## config.mk

```make
export PLATFORM = sky130hd
export DESIGN_NAME = spi_reg_ctrl
export DESIGN_NICKNAME = d
export VERILOG_FILES = /design/src/rtl/spi_reg_ctrl.sv
export SDC_FILE = /design/constraint.sdc
export NUM_CORES = 1
export LEC_CHECK = 0
export BUFFER_PORTS_ARGS = -buffer_cell sky130_fd_sc_hd__buf_4
export CORE_MARGIN = 3
export CORE_UTILIZATION = 50
export DETAILED_ROUTE_END_ITERATION = 6
export GPL_TIMING_DRIVEN = 0
export PLACE_DENSITY = 0.73
export SLEW_MARGIN = 15
export SYNTH_ARGS = -nofsm -noshare
export SYNTH_HDL_FRONTEND = slang
export SYNTH_SLANG_ARGS = --single-unit
```

## constraint.sdc

```tcl
create_clock -name clk -period 2.58 [get_ports clk]
set_input_delay 0.129 -clock clk [delete_from_list [all_inputs] [get_ports clk]]
set_output_delay 0.129 -clock clk [all_outputs]
set_load 0.02 [all_outputs]
```

## src/rtl/spi_reg_ctrl.sv

```systemverilog
// Command/register controller behind the SPI slave byte engine: frames bytes per cs_n
// transaction, owns the register bank and supplies txd_data. Optional watchdog: SPI_REG_WDOG_EN.
module spi_reg_ctrl #(
    parameter int          NUM_REGS    = 8,
    parameter logic [7:0]  DEV_ID      = 8'hA5,
    parameter int          WDOG_CYCLES = 50_000_000
) (
    input  logic                  clk,
    input  logic                  rst,
    input  logic                  cs_n,
    input  logic [7:0]            rxd_data,
    input  logic                  rxd_flag,
    output logic [7:0]            txd_data,
    output logic [NUM_REGS*8-1:0] reg_bus,
    output logic                  wr_stb,
    output logic [6:0]            wr_addr,
    output logic                  err
);
    typedef enum logic [2:0] {IDLE, CMD, WDATA, RDATA, ERR} state_t;

    localparam logic [7:0] NREG8 = 8'(NUM_REGS);
    localparam logic [6:0] LAST  = 7'(NUM_REGS - 1);

    state_t     state;
    logic [6:0] addr;
    logic [7:0] regs [1:NUM_REGS-1];
    logic       flag_q, cs_q, byte_v;
    logic [7:0] id_val;
    logic [6:0] nxt_addr;

`ifdef SPI_REG_WDOG_EN
    logic [31:0] wdog_cnt;
    logic        wdog_flag;
    assign id_val = {wdog_flag, DEV_ID[6:0]};
`else
    assign id_val = DEV_ID;
`endif

    wire cs_fall = cs_q & ~cs_n;
    assign nxt_addr = (addr == LAST) ? 7'd0 : addr + 7'd1;

    function automatic logic [7:0] rd_val(input logic [6:0] a);
        logic [7:0] v;
        v = id_val;
        for (int i = 1; i < NUM_REGS; i++)
            if (a == 7'(i)) v = regs[i];
        return v;
    endfunction

    always_comb begin
        reg_bus      = '0;
        reg_bus[7:0] = DEV_ID;
        for (int i = 1; i < NUM_REGS; i++)
            reg_bus[8*i +: 8] = regs[i];
    end

    // cs_q resets low so a transaction cut by reset is not re-entered until cs_n goes high
    always_ff @(posedge clk) begin
        if (rst) begin
            flag_q <= 1'b0;
            cs_q   <= 1'b0;
            byte_v <= 1'b0;
        end else begin
            flag_q <= rxd_flag;
            cs_q   <= cs_n;
            byte_v <= rxd_flag & ~flag_q & ~cs_n;
        end
    end

    always_ff @(posedge clk) begin
        if (rst) begin
            state    <= IDLE;
            addr     <= '0;
            txd_data <= DEV_ID;
            wr_stb   <= 1'b0;
            wr_addr  <= '0;
            err      <= 1'b0;
            for (int i = 1; i < NUM_REGS; i++) regs[i] <= '0;
`ifdef SPI_REG_WDOG_EN
            wdog_cnt  <= '0;
            wdog_flag <= 1'b0;
`endif
        end else begin
            wr_stb <= 1'b0;
            // cs_n high overrides everything, including a byte_v in the same cycle
            if (cs_n) begin
                state    <= IDLE;
                txd_data <= DEV_ID;
            end else begin
                case (state)
                    IDLE: if (cs_fall) begin
                        state <= CMD;
                        err   <= 1'b0;
                    end
                    CMD: if (byte_v) begin
                        addr <= rxd_data[6:0];
                        if ({1'b0, rxd_data[6:0]} >= NREG8) begin
                            state    <= ERR;
                            err      <= 1'b1;
                            txd_data <= 8'hFF;
                        end else if (rxd_data[7]) begin
                            state <= WDATA;
                        end else begin
                            state    <= RDATA;
                            txd_data <= rd_val(rxd_data[6:0]);
                        end
                    end
                    WDATA: if (byte_v) begin
                        if (addr != 7'd0) begin
                            for (int i = 1; i < NUM_REGS; i++)
                                if (addr == 7'(i)) regs[i] <= rxd_data;
                            wr_stb  <= 1'b1;
                            wr_addr <= addr;
                        end
                        addr <= nxt_addr;
                    end
                    RDATA: if (byte_v) begin
                        addr     <= nxt_addr;
                        txd_data <= rd_val(nxt_addr);
                    end
                    ERR: txd_data <= 8'hFF;
                    default: state <= IDLE;
                endcase
            end
`ifdef SPI_REG_WDOG_EN
            // a timeout clear takes priority over a write landing in the same cycle
            if (wr_stb) begin
                wdog_cnt  <= '0;
                wdog_flag <= 1'b0;
            end else if (wdog_cnt == 32'(WDOG_CYCLES - 1)) begin
                wdog_cnt  <= '0;
                wdog_flag <= 1'b1;
                for (int i = 1; i < NUM_REGS; i++) regs[i] <= '0;
            end else begin
                wdog_cnt <= wdog_cnt + 32'd1;
            end
`endif
        end
    end
endmodule

```

==> flow_summary.yaml <==
final_layout:
  final_util: 0.639
  multi_input_area_um2: 2450
  area_growth_pct: 21.0
  regArea_um2: 2280
  diodes: 0
  final_nets: 631
  drive_gt1_frac: 0.247
  post-route-cell-area_um2: 6040
  fillers: 841
clock_tree:
  clkSlewWorstSetupHoldPaths_ps: 80
  cts_root_buf: "clkbuf_8"
  cts_setup_buffers: 0
  ctsHoldBuffers: 0
  cts.path.max_buffers: 2
  htreeDepth: 3
  clk-insertion-delay-late_ps: 360
  numCtsBuffers: 9
  cts_sinks: 86
  tritoncts: "built"
synth:
  synth-seq-cells: 86
  synth_area_um2: 5000
  synthTopCellsByArea: "edfxtp_1 (34%), dfxtp_1 (12%), and3_1 (7.8%)"
  synth_edf_count: 56
  syn_avg_cell_area_um2: 9.64
  yosysSeqAreaShare: 0.457
  syn_inst: 518
  yosysTopAreaCell: "edfxtp_1"
  yosys.area.top_type_share: 0.337
  synthFlopType: "edfxtp_1"
  yosys_warnings: 0
  async_flop_share: 0
  ys_types: 74
sta:
  hold_viol_final: 0
  maxSlewViolCount: 0
  period_needed_ps: 2480
  tightest_slew_ps: 797
  setup_viol: 0
  period_share: 0.963
  setup_slack_ps: 96.2
  relSlewSlack: 0.468
  rsz0062_at_grt: "true"
  skew_ps: 10.9
  fin_setup_tns_ps: 0
  whs_ps: 8.87
  fmax_mhz: 403
worst_hold_path:
  min_to: "flag_q$_SDFF_PP0_"
  min_delay_path_depth: 2
  min_path_type: "input pin to flop"
  min_from: "rxd_flag"
route:
  antenna_left: 0
  wl_per_cell_um: 23.6
  drt_first_iter_violations: 448
  dr.pass1.iters: 5
  via_count: 4776
  via_per_inst: 6.38
  drc: 0
  routed_wl_um: 17700
setup_path:
  critPathLaunchType: "flop"
  worstPathRequired_ps: 2600
  ff2ff_path_depth: 4
  slowest_stage: "or3_1"
  crit_path_cell_trace: "nand2b_1 -> or3_1 -> a21oi_2 -> a21o_1"
  cp-end-kind: "flop"
  crit_type: "flop to flop"
  critPathMaxStageDelay_ps: 540
  critPathLaunch: "state[1]$_SDFFE_PP0P_"
  cp_max_fo: 8
  r2r_slack_ps: 100
  arrival_ps: 2510
  reg2reg_from: "state[1]$_SDFFE_PP0P_"
  r2r_end: "regs[0][57]$_SDFFCE_PN0P_"
global_routing:
  grt_max_degree: 16
  grt_pass1_vias: 4626
  grtUsageTotal: 0.320
  grt_overflow_total: 0
  antenna_found_initial: 0
  grt_pass1_wl_um: 27000
floorplan:
  rows: 35
  ios: 93
  coreArea_um2: 9460
  start_util: 0.528
  die_x_um: 106
  die_y_um: 106
  die_area_um2: 11200
run_status:
  status: "complete, no violations"
job:
  maxCapViolations: 0
placement:
  hpwl_um: 13300
  pre_cts_slack_ps: -528
  gp_congestion: 0.997
  port_buffers: 81
  placed_area_um2: 5790
power:
  vdd_drop_max_mv: 0.297
  cellLeakagePower_nw: 2.50
  powerDensity_nw_per_um2: 466
## state kept, by name, indices dropped and copies added, names as in the netlist
register  cells
addr          7
byte_v        1
cs_q          1
err           1
flag_q        1
regs         56
state         3
txd_data      8
wr_addr       7
wr_stb        1
## synth_stat cells (all sizes together), types with 7 or more instances
cell    number
clkbuf      33
nor2        37
o22ai       12
buf         20
inv         12
nor3        18
a221o        7
o211ai      10
edfxtp      56
and3        62
mux2i       17
o21ai       31
a21oi       20
nand2       29
dfxtp       30
nand3       13
a221oi      11
a21o         8
## repair_timing
action	CTS	global route
endpoints found under the hold margin	0	0
gates resized for setup	9	10
setup endpoints to repair	28	36
## report_power, final
part | switching [W] | internal, W
combinational | 0.000195 | 0.000110
clock | 0.000520 | 0.000450
sequential | 0.0000475 | 0.00150
## worst max-delay path, delay by kind of cell, from the launching register on
| kind | cells | cell delay [ps] |
|---|---|---|
| flip-flops | 1 | 440 |
| AND/OR/NAND/NOR | 2 | 790 |
| AO/OA/AOI/OAI | 2 | 910 |
## layout by cell type (no fill, tap or decap), drive strengths merged, types with 4 or more instances in the layout
cell	n
nand3	13
a22oi	5
nor2	37
inv	13
ha	4
a221oi	11
and3	62
buf	101
nor2b	5
nand2	29
or3	4
a21o	8
o21ai	31
clkinvlp	4
a21oi	20
edfxtp	56
o211ai	10
mux2	5
dfxtp	30
a31oi	4
clkbuf	41
a221o	7
o21bai	4
o22ai	12
clkinv	4
mux2i	17
conb	8
nor3	18
o21a	4
nand2b	4
nand3b	5
## kinds of logic (layout without fill, tap and decap cells)
kind of cell    count (synthesis)  after routing  synth area share
simple gates                  193            193             0.214
compound gates                140            140             0.198
flops                          86             86             0.457
buf+inv                        68            164            0.0664
mux                            23             23            0.0498
fa+ha+maj                       4              4            0.0100
other cells                     2              8           0.00150
xor+xnor                        2              2           0.00351
## metrics by stage
step / std cells / power, W
4_1_cts: 749 / 0.00281
3_3_place_gp: 734 / 0.00187
2_1_floorplan: 524 / 0.00173
6_report: 749 / 0.00282
3_5_place_dp: 734 / 0.00187
5_1_grt: 749 / 0.00289
## area by class of cell
cell class / count / share of cell area
multi-input combinational: 370 / 0.406
sequential: 86 / 0.378
timing repair buffer: 81 / 0.101
buffer: 52 / 0.0458
tap: 129 / 0.0267
clock buffer: 9 / 0.0205
clock inverter: 7 / 0.0122
inverter: 15 / 0.0106
## how the worst max path moves through the flow
| stage | to | slack (ps) | cells after the start |
|---|---|---|---|
| 6_report | regs[0][57]$_SDFFCE_PN0P_ | 100 | 4 |
| 5_1_grt | regs[0][48]$_SDFFCE_PN0P_ | -4 | 5 |
| 4_1_cts | regs[0][10]$_SDFFCE_PN0P_ | 0.6 | 5 |
| 3_5_place_dp | regs[0][19]$_SDFFCE_PN0P_ | -530 | 6 |
| 3_3_place_gp | regs[0][17]$_SDFFCE_PN0P_ | -520 | 6 |
| 2_1_floorplan | regs[0][16]$_SDFFCE_PN0P_ | 430 | 6 |
## routing by layer
layer | vias up | global-route usage | share of wire
met4 | 0 | 0.0981 | 0.023
met1 | 2330 | 0.438 | 0.42
met2 | 266 | 0.507 | 0.46
met5 | - | 0 | 0
met3 | 36 | 0.0716 | 0.10
li1 | 2144 | - | -
No activity file was read; power rests on OpenSTA's default activity.
